<file path="src/rtl/pc_seq_if.sv">
// Fetch port bundle: instruction-memory read channel, decode-side output buffer
// and the redirect input from decode.
interface pc_seq_if #(
    parameter int DATA_W = 32
);
    logic              imem_req;
    logic [31:0]       imem_addr;
    logic              imem_rvalid;
    logic [DATA_W-1:0] imem_rdata;
    logic              if_valid;
    logic [31:0]       if_pc;
    logic [DATA_W-1:0] if_instr;
    logic              d_ready;
    logic              redirect;
    logic [31:0]       redirect_target;

    modport master (
        output imem_req, imem_addr, if_valid, if_pc, if_instr,
        input  imem_rvalid, imem_rdata, d_ready, redirect, redirect_target
    );

    modport slave (
        input  imem_req, imem_addr, if_valid, if_pc, if_instr,
        output imem_rvalid, imem_rdata, d_ready, redirect, redirect_target
    );
endinterface

</file>
<file path="src/rtl/pc_seq.sv">
// Fetch PC sequencer: one outstanding imem read at a time, a one-entry buffer
// towards decode, and branch/jump redirects applied after a single delay slot.
module pc_seq #(
    parameter logic [31:0] RESET_PC = 32'h0000_3000,
    parameter int          DATA_W   = 32
) (
    input logic      clk,
    input logic      reset,
    pc_seq_if.master bus
);
    typedef enum logic [1:0] {IDLE, BUSY, SQUASH} state_t;

    state_t            state;
    logic              run;
    logic [31:0]       fetch_pc;
    logic [31:0]       req_addr;
    logic              pend;
    logic [31:0]       pend_tgt;
    logic              buf_vld;
    logic [31:0]       buf_pc;
    logic [DATA_W-1:0] buf_instr;

    logic              xfer;
    logic              issue;
    logic              ret_keep;
    logic              dslot_held;
    logic              rd_after;
    logic [31:0]       tgt;

    function automatic logic [31:0] seq_next(input logic [31:0] pc);
        return pc + 32'd4;
    endfunction

    function automatic logic [31:0] word_align(input logic [31:0] a);
        return a & ~32'h3;
    endfunction

    assign xfer     = buf_vld && bus.d_ready;
    assign issue    = run && (state == IDLE) && (!buf_vld || xfer);
    assign ret_keep = (state == BUSY) && bus.imem_rvalid;
    // The delay slot is in the buffer (or landing there now) unless it is still in flight.
    assign dslot_held = ret_keep || buf_vld;
    // A read stays in flight past this edge if one is issued now or one is not yet back.
    assign rd_after = issue || ((state != IDLE) && !bus.imem_rvalid);
    assign tgt      = word_align(bus.redirect_target);

    assign bus.imem_req  = issue;
    assign bus.imem_addr = (state == IDLE) ? fetch_pc : req_addr;
    assign bus.if_valid  = buf_vld;
    assign bus.if_pc     = buf_pc;
    assign bus.if_instr  = buf_instr;

    always_ff @(posedge clk or negedge reset) begin
        if (!reset) begin
            state     <= IDLE;
            run       <= 1'b0;
            fetch_pc  <= RESET_PC;
            req_addr  <= RESET_PC;
            pend      <= 1'b0;
            pend_tgt  <= '0;
            buf_vld   <= 1'b0;
            buf_pc    <= '0;
            buf_instr <= '0;
        end else begin
            run <= 1'b1;
            if (issue) begin
                req_addr <= fetch_pc;
            end

            if (ret_keep) begin
                buf_vld   <= 1'b1;
                buf_pc    <= fetch_pc;
                buf_instr <= bus.imem_rdata;
            end else if (xfer) begin
                buf_vld <= 1'b0;
            end

            case (state)
                IDLE: begin
                    if (issue) state <= BUSY;
                end
                BUSY: begin
                    if (bus.imem_rvalid) begin
                        state    <= IDLE;
                        fetch_pc <= pend ? pend_tgt : seq_next(fetch_pc);
                        pend     <= 1'b0;
                    end
                end
                SQUASH: begin
                    if (bus.imem_rvalid) state <= IDLE;
                end
                default: state <= IDLE;
            endcase

            // Redirect is evaluated against the buffer as it stands after any return.
            if (run && bus.redirect) begin
                if (dslot_held) begin
                    fetch_pc <= tgt;
                    if (rd_after) state <= SQUASH;
                end else begin
                    pend     <= 1'b1;
                    pend_tgt <= tgt;
                end
            end
        end
    end
endmodule

</file>
<file path="src/flat_wrapper.sv">
// flat-port wrapper written by rule: the top's interface ports become plain ports
module pc_seq_flat 
#(
    parameter logic [31:0] RESET_PC = 32'h0000_3000,
    parameter int          DATA_W   = 32
)
  (clk, reset, bus_imem_req, bus_imem_addr, bus_if_valid, bus_if_pc, bus_if_instr, bus_imem_rvalid, bus_imem_rdata, bus_d_ready, bus_redirect, bus_redirect_target);
  pc_seq_if #(.DATA_W(DATA_W)) bus_i ();
  input logic clk;
  input logic reset;
  output wire logic [$bits(bus_i.imem_req)-1:0] bus_imem_req;
  output wire logic [$bits(bus_i.imem_addr)-1:0] bus_imem_addr;
  output wire logic [$bits(bus_i.if_valid)-1:0] bus_if_valid;
  output wire logic [$bits(bus_i.if_pc)-1:0] bus_if_pc;
  output wire logic [$bits(bus_i.if_instr)-1:0] bus_if_instr;
  input wire logic [$bits(bus_i.imem_rvalid)-1:0] bus_imem_rvalid;
  input wire logic [$bits(bus_i.imem_rdata)-1:0] bus_imem_rdata;
  input wire logic [$bits(bus_i.d_ready)-1:0] bus_d_ready;
  input wire logic [$bits(bus_i.redirect)-1:0] bus_redirect;
  input wire logic [$bits(bus_i.redirect_target)-1:0] bus_redirect_target;
  assign bus_imem_req = bus_i.imem_req;
  assign bus_imem_addr = bus_i.imem_addr;
  assign bus_if_valid = bus_i.if_valid;
  assign bus_if_pc = bus_i.if_pc;
  assign bus_if_instr = bus_i.if_instr;
  assign bus_i.imem_rvalid = bus_imem_rvalid;
  assign bus_i.imem_rdata = bus_imem_rdata;
  assign bus_i.d_ready = bus_d_ready;
  assign bus_i.redirect = bus_redirect;
  assign bus_i.redirect_target = bus_redirect_target;
  pc_seq #(.RESET_PC(RESET_PC), .DATA_W(DATA_W)) u_core (.clk(clk), .reset(reset), .bus(bus_i));
endmodule
</file>
<file path="config.mk">
export PLATFORM = sky130hd
export DESIGN_NAME = pc_seq_flat
export DESIGN_NICKNAME = d
export VERILOG_FILES = /design/src/rtl/pc_seq_if.sv /design/src/rtl/pc_seq.sv /design/src/flat_wrapper.sv
export SDC_FILE = /design/constraint.sdc
export NUM_CORES = 1
export LEC_CHECK = 0
export CAP_MARGIN = 20
export CORE_ASPECT_RATIO = 0.6
export CORE_MARGIN = 10
export CORE_UTILIZATION = 55
export CTS_CLUSTER_SIZE = 30
export DETAILED_ROUTE_END_ITERATION = 10
export HOLD_SLACK_MARGIN = 0.03
export PLACE_DENSITY = 0.95
export SLEW_MARGIN = 20
export SYNTH_ARGS = -nofsm -noshare
export SYNTH_HDL_FRONTEND = slang
export SYNTH_SLANG_ARGS = --single-unit
</file>
<file path="constraint.sdc">
create_clock -name clk -period 5.45 [get_ports clk]
set_input_delay 1.09 -clock clk [delete_from_list [all_inputs] [get_ports clk]]
set_output_delay 1.09 -clock clk [all_outputs]
set_load 0.02 [all_outputs]
</file>
### Yosys cells after proc, flatten, opt, wreduce, memory -nomap -nowiden

Cells that the tools add are included.

* flip-flop bits (word level): 163
* bits of input ports: 69
* output and inout port bits: 98
* word-level logic and storage cells: 47

* $add $sub $neg: 1
* equal/unequal tests: 2
* muxes and demuxes: 18
* bitwise logic cells: 1
* reduce and logical (&&, ||, !) cells: 16

Operators with widths (number)
* 32-bit two-way mux: 6
* 32-bit by 3-bit adder with 32-bit output (second input constant): 1
* 2-bit two-way mux: 5
* 1-bit logical AND: 6
* 1-bit two-way mux: 6
* 2-bit one-hot mux with 2 select lines: 1
* 2-bit nonzero test: 2
* 1-bit logical OR: 3
* 2-bit by 1-bit == test with 1-bit output (second input constant): 1
* 2-bit == test (second input constant): 1
* 1-bit zero test: 2
* 2-bit zero test: 1
* 2-bit AND reduction: 1
* 2-bit OR reduction: 1
* 1-bit inverter: 1

### Logic depth before layout (Yosys ltp)

Gate-level depths: netlist of run 1.

* depth after elaboration: 8
* depth in mapped cells: 9
* gate-level depth less buffers: 7

### Worst setup path after synthesis of run 1

Ideal clock, no wire load.

* path kind: in2out
* start point: in bus_d_ready
* end point: out bus_imem_req
* arrival: 1.782 ns
* required time: 4.360 ns
* slack: 2.578 ns
* stages on the path: 4
* path buffers: 1
* cells stage by stage: nand2b_1 -> nand3_1 -> clkinv_1 -> buf_2

* word-level cells in the longest chain between the ends: 3

Ends and longest elaborated chain
* start, declared: line flat_wrapper.sv:18 `input wire logic [$bits(bus_i.d_ready)-1:0] bus_d_ready;`
* 1-bit logical AND: line pc_seq.sv:38 `assign xfer = buf_vld && bus.d_ready;`
* 1-bit logical OR: line pc_seq.sv:39 `assign issue = run && (state == IDLE) && (!buf_vld || xfer);`
* 1-bit logical AND: line pc_seq.sv:39
* end, declared: line flat_wrapper.sv:11 `output wire logic [$bits(bus_i.imem_req)-1:0] bus_imem_req;`

Every way passes these cells.

### Worst setup path after layout of run 1

* start point: reg u_core.state[1]
* end point: out bus_imem_addr[19]

* word-level cells in the longest chain between the ends: 2

Ends and longest elaborated chain
* start, declared: line pc_seq.sv:13 `state_t state;`
* start signal, assigned: line pc_seq.sv:55 `state <= IDLE;`
* start signal, assigned: line pc_seq.sv:80 `if (issue) state <= BUSY;`
* start signal, assigned: line pc_seq.sv:84 `state <= IDLE;`
* 2-bit zero test: line pc_seq.sv:48 `assign bus.imem_addr = (state == IDLE) ? fetch_pc : req_addr;`
* 32-bit two-way mux: line pc_seq.sv:48
* end, declared: line flat_wrapper.sv:12 `output wire logic [$bits(bus_i.imem_addr)-1:0] bus_imem_addr;`

Every way passes these cells.

==> impl_metrics.py, run 1 <==
metrics = {
    "status": {
        "status": "finished clean",
    },
    "critical_path": {
        "start_kind": "flop",
        "critPathRequiredTime_ns": 4.36,
        "worst_path_max_delay_cell": "ha_2",
        "critPathMaxStageDelay_ns": 0.60,
        "cp.arrival_ns": 2.83,
        "endpoint_kind": "output port",
        "path_cells": "inv_1, ha_2, buf_4, mux2_2, clkdlybuf4s50_1",
        "path_max_fanout": 23,
        "path_class": "reg -> out",
    },
    "synth": {
        "syn_nets": 841,
        "synth_top_area_share_pct": 51.4,
        "synth-async-reset-ratio_pct": 100,
        "yosys_warnings": 0,
        "syn_avg_cell_area_sq_um": 10.1,
        "synth_most_common_cell": "nand2_1",
        "synth_seq_area_share_pct": 52.7,
        "netlist_area_sq_mm": 0.00775,
        "synthTopCellsByCount": "223 x nand2_1, 159 x dfrtp_1, 96 x mux2_2",
        "synth.distinct_cells": 59,
        "synth.area.top_cells": "dfrtp_1 51%, mux2_2 14%, nand2_1 11%, a21oi_1 1.8%, nor2_1 1.7%",
        "yosys_register_bits": 163,
        "netlist_instances": 768,
        "synth_top_area_cell": "dfrtp_1",
        "synth-main-ff-cell": "dfrtp_1",
        "synth_edf_count": 0,
    },
    "finish": {
        "seqCellArea_sq_mm": 0.00408,
        "area.growth.synth_to_final_pct": 30.0,
        "fill_cells": 975,
        "n_antenna_cell": 0,
        "nets": 981,
        "final_layout_size_suffix_gt1_share_pct": 16.8,
        "multi_input_area_sq_mm": 0.00337,
        "finish.utilization_pct": 73.4,
    },
    "grt": {
        "grt_max_degree": 98,
        "grtUsageMet2_pct": 35.8,
        "busiest_layer": "met2",
        "grt_pass1_wl_microns": 35300,
        "grt_util_all_layers_pct": 22.0,
        "grt_pass1_vias": 6668,
        "grt_antenna_before_repair": 0,
        "grt_overflow_total": 0,
        "grtUsageMet1_pct": 27.6,
        "gr-usage-met3_pct": 7.86,
    },
    "floorplan": {
        "coreArea_sq_mm": 0.0137,
        "die_y_microns": 112,
        "rows": 33,
        "dieWidth_microns": 173,
        "io_pins": 167,
        "die_area_sq_mm": 0.0194,
        "start_util_pct": 56.5,
    },
    "power_and_ir_drop": {
        "power_density_mw_per_mm2": 634,
        "ir_drop_mv": 0.354,
        "leakage_nw": 4.50,
        "finalPower_mw": 6.38,
    },
    "place": {
        "post-place-ws_ns": 1.59,
        "dpl.hpwl_microns": 14500,
        "port_buffers": 164,
        "gp_congestion": 0.829,
    },
    "sta": {
        "rsz0062_at_grt": "no",
        "final.setup.tns_ns": 0,
        "post-route-min-period_ns": 3.92,
        "timing.fmax_ghz": 0.255,
        "hold_viol_final": 0,
        "maxSlewHeadroom_pct": 35.9,
        "layout_setup_ws_ns": 1.53,
        "tightest_slew_ns": 0.960,
        "finalMaxSlewViolations": 0,
        "period_share_pct": 71.9,
        "fin_skew_ns": 0.0140,
        "setup_viol": 0,
    },
    "detailed_routing": {
        "wl_microns": 21600,
        "routedWlPerCell_microns": 19.5,
        "via_count": 6388,
        "ant_nets": 0,
        "first_pass_iters": 5,
        "viasPerCell": 5.74,
        "drc_errors": 0,
        "drt_iter0_markers": 511,
    },
    "cts": {
        "cts_made_buffers": 17,
        "clk_latency_ns": 0.41,
        "htree_levels": 4,
        "post_cts_buffers": 0,
        "cts-root-buf": "clkbuf_16",
        "clockBufferDepth": 2,
        "holdBufCountCts": 0,
        "cts_tree": "yes",
        "clkSinkCount": 163,
        "clk_pin_slew_ns": 0.06,
        "ctsResizeCount": 0,
    },
    "job": {
        "max-cap-violations": 0,
    },
    "hold_path": {
        "hold_class": "reg -> reg",
    },
}
## layer usage
metal | share of wire, % | vias up
met1 | 42 | 3144
li1 | - | 2929
met5 | 0 | -
met3 | 10 | 18
met2 | 47 | 297
met4 | 0.90 | 0
## cell usage in the layout (no fill, tap or decap), types with 3 or more instances in the layout
cell type	n
nor2_1	34
clkbuf_16	17
nand3_1	16
nand2_1	222
nor3_1	22
o211ai_1	3
nand4_1	8
o41ai_1	3
a32o_1	3
dfstp_2	4
bufinv_16	3
dfrtp_1	159
o21ai_0	26
inv_1	6
mux2i_1	9
buf_4	9
o31ai_1	5
clkdlybuf4s50_1	163
ha_1	3
and4_1	3
mux2_2	96
a31oi_1	12
a2bb2oi_1	3
nor4_4	3
a21oi_1	28
inv_6	3
and3_1	7
## cell type report
type	instances	area share (%)
repair buffers	174	17.3
well taps	192	2.39
flip-flops and latches	163	40.6
clock inverters	10	1.47
multi-input cells	545	33.5
inverters	7	0.261
clock buffers	21	4.57
## critical path, delay by kind of cell, from the launching register on
family / cells / cell delay [ns]
adder cells (fa/ha/maj): 1 / 0.60
buffers and inverters: 3 / 1.03
flip-flops: 1 / 0.42
multiplexers: 1 / 0.37
## flip-flops by register name, summed over array words and instances (netlist names)
| name | count |
|---|---|
| u_core.bus.if_instr | 32 |
| u_core.bus.if_pc | 32 |
| u_core.fetch_pc | 32 |
| u_core.req_addr | 32 |
| u_core.pend_tgt | 30 |
| u_core.state | 2 |
| u_core.bus.if_valid | 1 |
| u_core.pend | 1 |
| u_core.run | 1 |
## cell families after synthesis
kind of cell    Yosys count  share of synthesized area, %
simple gates            328                          18.5
xor+xnor                  1                         0.113
mux                     105                          15.1
fa+ha+maj                 4                         0.646
compound gates          106                          8.88
other cells               1                        0.0484
flops                   163                          52.7
buf+inv                  60                          3.96
## through the flow
| stage | hold slack, ns | instances | instance area [sq um] |
|---|---|---|---|
| 5_1_grt | 0.486 | 1112 | 10100 |
| 3_3_place_gp | 0.457 | 1080 | 9430 |
| 2_1_floorplan | 0.463 | 768 | 7750 |
| 4_1_cts | 0.477 | 1111 | 10000 |
| 3_5_place_dp | 0.461 | 1080 | 9430 |
| 6_report | 0.474 | 1112 | 10100 |
## power breakdown
group	total [mW]	internal (mW)	switching [mW]
clock	1.25	0.751	0.494
sequential	2.22	1.76	0.453
combinational	2.92	1.38	1.54
total	6.38	3.89	2.49
## path summary, 6_finish.rpt
check | startpoint | end | slack [ns] | cells past startpoint
worst max register to register | u_core.state[1]$_DFF_PN0_ | u_core.req_addr[7]$_DFFE_PN0P_ | 2.75 | 6
worst max-delay path | u_core.state[1]$_DFF_PN0_ | bus_imem_addr[19] | 1.53 | 5
worst min-delay path | u_core.bus.if_pc[19]$_DFFE_PN0P_ | u_core.bus.if_pc[19]$_DFFE_PN0P_ | 0.47 | 2
worst min register to register | u_core.bus.if_pc[19]$_DFFE_PN0P_ | u_core.bus.if_pc[19]$_DFFE_PN0P_ | 0.47 | 2
min in group asynchronous | reset | u_core.req_addr[1]$_DFFE_PN0P_ | 0.69 | 1
max in group asynchronous | reset | u_core.req_addr[27]$_DFFE_PN0P_ | 3.68 | 2
No activity file was read; power rests on OpenSTA's default activity.
==> run 2, diff against run 1 <==
- CORE_UTILIZATION: 55 -> 46
- PLACE_DENSITY: 0.95 -> 0.85
- clock period: 5.45 -> 3.45 ns (I/O delays scaled with it)
==> impl_metrics.py, run 2 (same netlist as run 1, synthesis figures left out) <==
metrics = {
    "critical_path": {
        "start_kind": "flop",
        "worstReg2RegEnd": "u_core.req_addr[4]$_DFFE_PN0P_",
        "worst_path_max_delay_cell": "clkdlybuf4s50_1",
        "rr_worst_depth": 6,
        "path_cells": "inv_1, ha_2, buf_12, mux2_2, clkdlybuf4s50_1",
        "worstSetupStartpoint": "u_core.state[0]$_DFF_PN0_",
        "path_max_fanout": 22,
        "critPathMaxStageDelay_ns": 0.59,
        "critPathRequiredTime_ns": 2.76,
        "endpoint_kind": "output port",
        "r2r_setup_slack_ns": 0.96,
        "cp.arrival_ns": 2.59,
        "path_class": "reg -> out",
        "r2r-start": "u_core.state[0]$_DFF_PN0_",
    },
    "finish": {
        "layout.cells.non_filler": 1157,
        "seqCellArea_sq_mm": 0.00408,
        "finish.utilization_pct": 62.2,
        "layout_common_cells": "222 x nand2_1, 163 x clkdlybuf4s50_1, 159 x dfrtp_1",
        "fill_cells": 1343,
        "layout_commonest_cell": "nand2_1",
        "area.growth.synth_to_final_pct": 31.2,
        "multi_input_area_sq_mm": 0.00337,
        "nets": 986,
        "final_layout_size_suffix_gt1_share_pct": 17.5,
    },
    "sta": {
        "hold_viol_final": 0,
        "setup_viol": 0,
        "post-route-min-period_ns": 3.28,
        "maxSlewHeadroom_pct": 46.2,
        "final.setup.tns_ns": 0,
        "layout_setup_ws_ns": 0.171,
        "rsz0062_at_grt": "no",
        "timing.fmax_ghz": 0.305,
        "fin_skew_ns": 0.0177,
        "tightest_slew_ns": 0.801,
        "finalMaxSlewViolations": 0,
        "period_share_pct": 95.0,
    },
    "detailed_routing": {
        "first_pass_iters": 5,
        "wl_microns": 22000,
        "via_count": 6381,
        "ant_nets": 0,
        "viasPerCell": 5.52,
        "drt_iter0_markers": 397,
        "drc_errors": 0,
        "routedWlPerCell_microns": 19.0,
    },
    "power_and_ir_drop": {
        "switching_power_mw": 3.96,
        "ir_drop_mv": 0.449,
        "seqPwrFrac_pct": 34.7,
        "power_density_mw_per_mm2": 990,
        "power_frac_clock_pct": 19.3,
        "share_comb_of_total_power_pct": 46.0,
        "finalPower_mw": 10.1,
        "swShare_pct": 39.3,
        "p_int_mw": 6.11,
        "leakage_nw": 4.52,
    },
    "floorplan": {
        "start_util_pct": 47.4,
        "coreArea_sq_mm": 0.0164,
        "dieWidth_microns": 188,
        "die_y_microns": 121,
        "rows": 36,
        "die_area_sq_mm": 0.0226,
        "io_pins": 167,
    },
    "cts": {
        "cts_made_buffers": 17,
        "clk_pin_slew_ns": 0.07,
        "clkSinkCount": 163,
        "cts_tree": "yes",
        "htree_levels": 4,
        "holdBufCountCts": 0,
        "post_cts_buffers": 0,
        "cts-root-buf": "clkbuf_16",
        "clk_latency_ns": 0.42,
        "clockBufferDepth": 2,
        "ctsResizeCount": 0,
    },
    "grt": {
        "grt_antenna_before_repair": 5,
        "grtUsageMet1_pct": 24.8,
        "gr-usage-met3_pct": 9.24,
        "grt_overflow_total": 0,
        "grt_pass1_vias": 6504,
        "busiest_layer": "met2",
        "grtUsageMet2_pct": 29.2,
        "grt_max_degree": 96,
        "grt_util_all_layers_pct": 19.4,
        "grt_pass1_wl_microns": 35600,
    },
    "place": {
        "gp_congestion": 0.818,
        "port_buffers": 164,
        "dp_cells": 1122,
        "post-place-ws_ns": 0.443,
        "dpl.hpwl_microns": 15100,
    },
    "status": {
        "status": "finished clean",
    },
    "job": {
        "max-cap-violations": 0,
    },
    "hold_path": {
        "hold_class": "in -> async",
    },
}
[run 2: cell types whose count changed in the layout (fill, tap and decap cells not counted), sizes merged]
| cell | delta |
|---|---|
| inv | +1 |
| clkbuf | -1 |
| buf | +5 |
| bufinv | -1 |
| clkinvlp | +1 |
| clkinv | +1 |
| diode | +3 |
[run 2: power by group through the flow]
stage / sequential, mW / combinational, mW / clock, mW
final: 3.49 / 4.63 / 1.94
after CTS: 3.48 / 4.68 / 1.97
after global placement: 3.45 / 4.54 / 0
after global routing: 3.61 / 5.02 / 2.07
after floorplan: 3.67 / 2.53 / 0
after detailed placement: 3.50 / 4.65 / 0
[run 2: worst max-delay path by stage]
stage,slack (ns),depth (start not counted),endpoint
floorplan,1.11,5,bus_imem_addr[0]
global placement,0.45,5,bus_imem_req
detailed placement,0.44,5,bus_imem_req
CTS,0.16,5,bus_imem_addr[28]
global route,0.06,5,bus_imem_addr[28]
finish,0.17,5,bus_imem_addr[28]
[run 2: cell type report]
cell class                 count  area share [%]
tap                          228            2.81
antenna                        3          0.0738
clock buffer                  20            4.49
inverter                       7           0.258
multi-input combinational    545            33.2
clock inverter                12            1.40
timing repair buffer         179            17.6
sequential                   163            40.2
[run 2: worst max-delay path, delay by kind of cell, from the launching register on]
family,cells,cell delay (ns)
buffers and inverters,3,0.92
adder cells (fa/ha/maj),1,0.47
flip-flops,1,0.42
multiplexers,1,0.35
[run 2: routing by layer]
layer | routed length [microns] | vias up
li1 | - | 2936
met1 | 9640 | 3163
met2 | 9650 | 256
met3 | 2540 | 22
met4 | 174 | 4
met5 | 26 | -
[run 2: metrics by stage]
step           hold slack, ns  instance area [sq um]
2_1_floorplan           0.394                   7750
3_3_place_gp            0.456                   9560
3_5_place_dp            0.462                   9560
4_1_cts                 0.247                  10200
5_1_grt                 0.261                  10200
6_report                0.232                  10200
==> run 3, diff against run 2 <==
==> constraint.sdc (replaced) <==
create_clock -name clk -period 3.45 [get_ports clk]
set_input_delay 1.035 -clock clk [delete_from_list [all_inputs] [get_ports clk]]
set_output_delay 1.035 -clock clk [all_outputs]
set_load 0.02 [all_outputs]
==> impl_metrics.py, run 3 (same netlist as run 1, synthesis figures left out) <==
metrics = {
    "detailed_routing": {
        "viasPerCell": 5.49,
        "routedWlPerCell_microns": 19.0,
        "wl_microns": 22100,
        "drc_errors": 0,
        "ant_nets": 0,
        "via_count": 6365,
        "drt_iter0_markers": 489,
        "first_pass_iters": 4,
    },
    "cts": {
        "cts_made_buffers": 17,
        "cts-root-buf": "clkbuf_16",
        "clkSinkCount": 163,
        "clk_latency_ns": 0.42,
        "clk_pin_slew_ns": 0.07,
        "holdBufCountCts": 0,
        "cts_tree": "yes",
        "htree_levels": 4,
        "clockBufferDepth": 2,
    },
    "power_and_ir_drop": {
        "leakage_nw": 4.54,
        "ir_drop_mv": 0.460,
        "power_density_mw_per_mm2": 984,
    },
    "sta": {
        "post-route-min-period_ns": 3.39,
        "hold_viol_final": 0,
        "finalMaxSlewViolations": 0,
        "final.setup.tns_ns": 0,
        "period_share_pct": 98.3,
        "rsz0062_at_grt": "no",
        "fin_skew_ns": 0.0104,
        "layout_setup_ws_ns": 0.0591,
        "setup_viol": 0,
        "tightest_slew_ns": 0.721,
        "timing.fmax_ghz": 0.295,
        "maxSlewHeadroom_pct": 51.5,
        "whs_ns": 0.473,
    },
    "finish": {
        "final_layout_size_suffix_gt1_share_pct": 18.0,
        "n_antenna_cell": 0,
        "nets": 992,
        "fill_cells": 1339,
        "multi_input_area_sq_mm": 0.00337,
        "fin_area_sq_mm": 0.0102,
        "layout_common_cells": "222 x nand2_1, 162 x clkdlybuf4s50_1, 159 x dfrtp_1",
        "seqCellArea_sq_mm": 0.00408,
        "finish.utilization_pct": 62.3,
        "layout_commonest_cell": "nand2_1",
        "area.growth.synth_to_final_pct": 31.6,
    },
    "floorplan": {
        "io_pins": 167,
        "die_y_microns": 121,
        "die_area_sq_mm": 0.0226,
        "dieWidth_microns": 188,
        "start_util_pct": 47.4,
        "rows": 36,
        "coreArea_sq_mm": 0.0164,
    },
    "grt": {
        "grt_pass1_wl_microns": 36100,
        "grt_max_degree": 62,
        "grt_pass1_vias": 6629,
        "grt_util_all_layers_pct": 19.6,
        "grt_overflow_total": 0,
        "grt_antenna_before_repair": 3,
    },
    "critical_path": {
        "endpoint_kind": "output port",
        "start_kind": "input pin",
        "worstReg2RegEnd": "u_core.req_addr[2]$_DFFE_PN0P_",
        "worst_path_max_delay_cell": "clkdlybuf4s50_1",
        "crit_buf_inv": 3,
        "cp.arrival_ns": 2.36,
        "critPathRequiredTime_ns": 2.41,
        "path_max_fanout": 2,
        "r2r-start": "u_core.state[1]$_DFF_PN0_",
        "path_cells": "clkdlybuf4s50_1, nand2b_1, nand3_1, clkinv_1, dlygate4sd2_1",
        "path_class": "in -> out",
        "path_delay_family": "buffers and inverters",
        "rr_worst_depth": 7,
        "critPathMaxStageDelay_ns": 0.47,
        "r2r_setup_slack_ns": 1.24,
    },
    "place": {
        "port_buffers": 164,
        "gp_congestion": 0.811,
        "dpl.hpwl_microns": 15100,
        "post-place-ws_ns": -0.181,
        "dpl-instance-area_sq_mm": 0.00962,
    },
    "status": {
        "status": "finished clean",
    },
    "hold_path": {
        "min_from": "u_core.bus.if_pc[9]$_DFFE_PN0P_",
        "holdPathStages": 2,
        "hold_end": "u_core.bus.if_pc[9]$_DFFE_PN0P_",
        "hold_class": "reg -> reg",
    },
    "job": {
        "max-cap-violations": 0,
    },
}
[run 3: repair_timing]
action / in CTS / in global routing
resized for setup: 1 / 0
buffers inserted: 0 / 0
setup endpoints to repair: 1 / 0
[run 3: cell type report]
| class | count | area share, % |
|---|---|---|
| clock buffer | 20 | 4.48 |
| clock inverter | 12 | 1.18 |
| tap | 228 | 2.80 |
| sequential | 163 | 40.1 |
| timing repair buffer | 185 | 18.1 |
| inverter | 7 | 0.258 |
| multi-input combinational | 545 | 33.1 |
[run 3: worst max-delay path by stage]
stage                                    from                 to  slack [ns]  cells past startpoint
global route        u_core.state[1]$_DFF_PN0_  bus_imem_addr[28]       0.008                      5
global placement                  bus_d_ready       bus_imem_req       -0.17                      5
finish                            bus_d_ready       bus_imem_req        0.06                      5
detailed placement                bus_d_ready       bus_imem_req       -0.18                      5
CTS                               bus_d_ready       bus_imem_req        0.05                      5
floorplan                         bus_d_ready       bus_imem_req        0.69                      4
[run 3: worst reg2reg max path, cell delays in order, from the launching register on]
cell and delay [ns]:
dfrtp_1 0.42, inv_1 0.09, ha_2 0.19, buf_12 0.24, nand3_1 0.16, clkinv_1 0.14
buf_4 0.44, mux2_2 0.41
[run 3: layer usage]
metal / wire length [microns] / GRT usage (%) / vias to the layer above
li1: - / - / 2961
met3: 2440 / 8.73 / 19
met5: 26 / 0 / -
met2: 9750 / 29.9 / 237
met4: 132 / 5.12 / 4
met1: 9720 / 25.1 / 3144
[run 3: through the flow]
stage / total power [mW] / cells
after floorplan: 6.20 / 768
after global placement: 8.05 / 1128
after detailed placement: 8.19 / 1128
after CTS: 10.1 / 1160
after global routing: 10.7 / 1160
final: 10.0 / 1160
[run 3: power by group]
part	total, mW	internal (mW)	switching (mW)	leakage [nW]
registers	3.48	2.78	0.696	2.02
logic	4.69	2.23	2.46	2.25
clock network	1.86	1.04	0.818	0.266
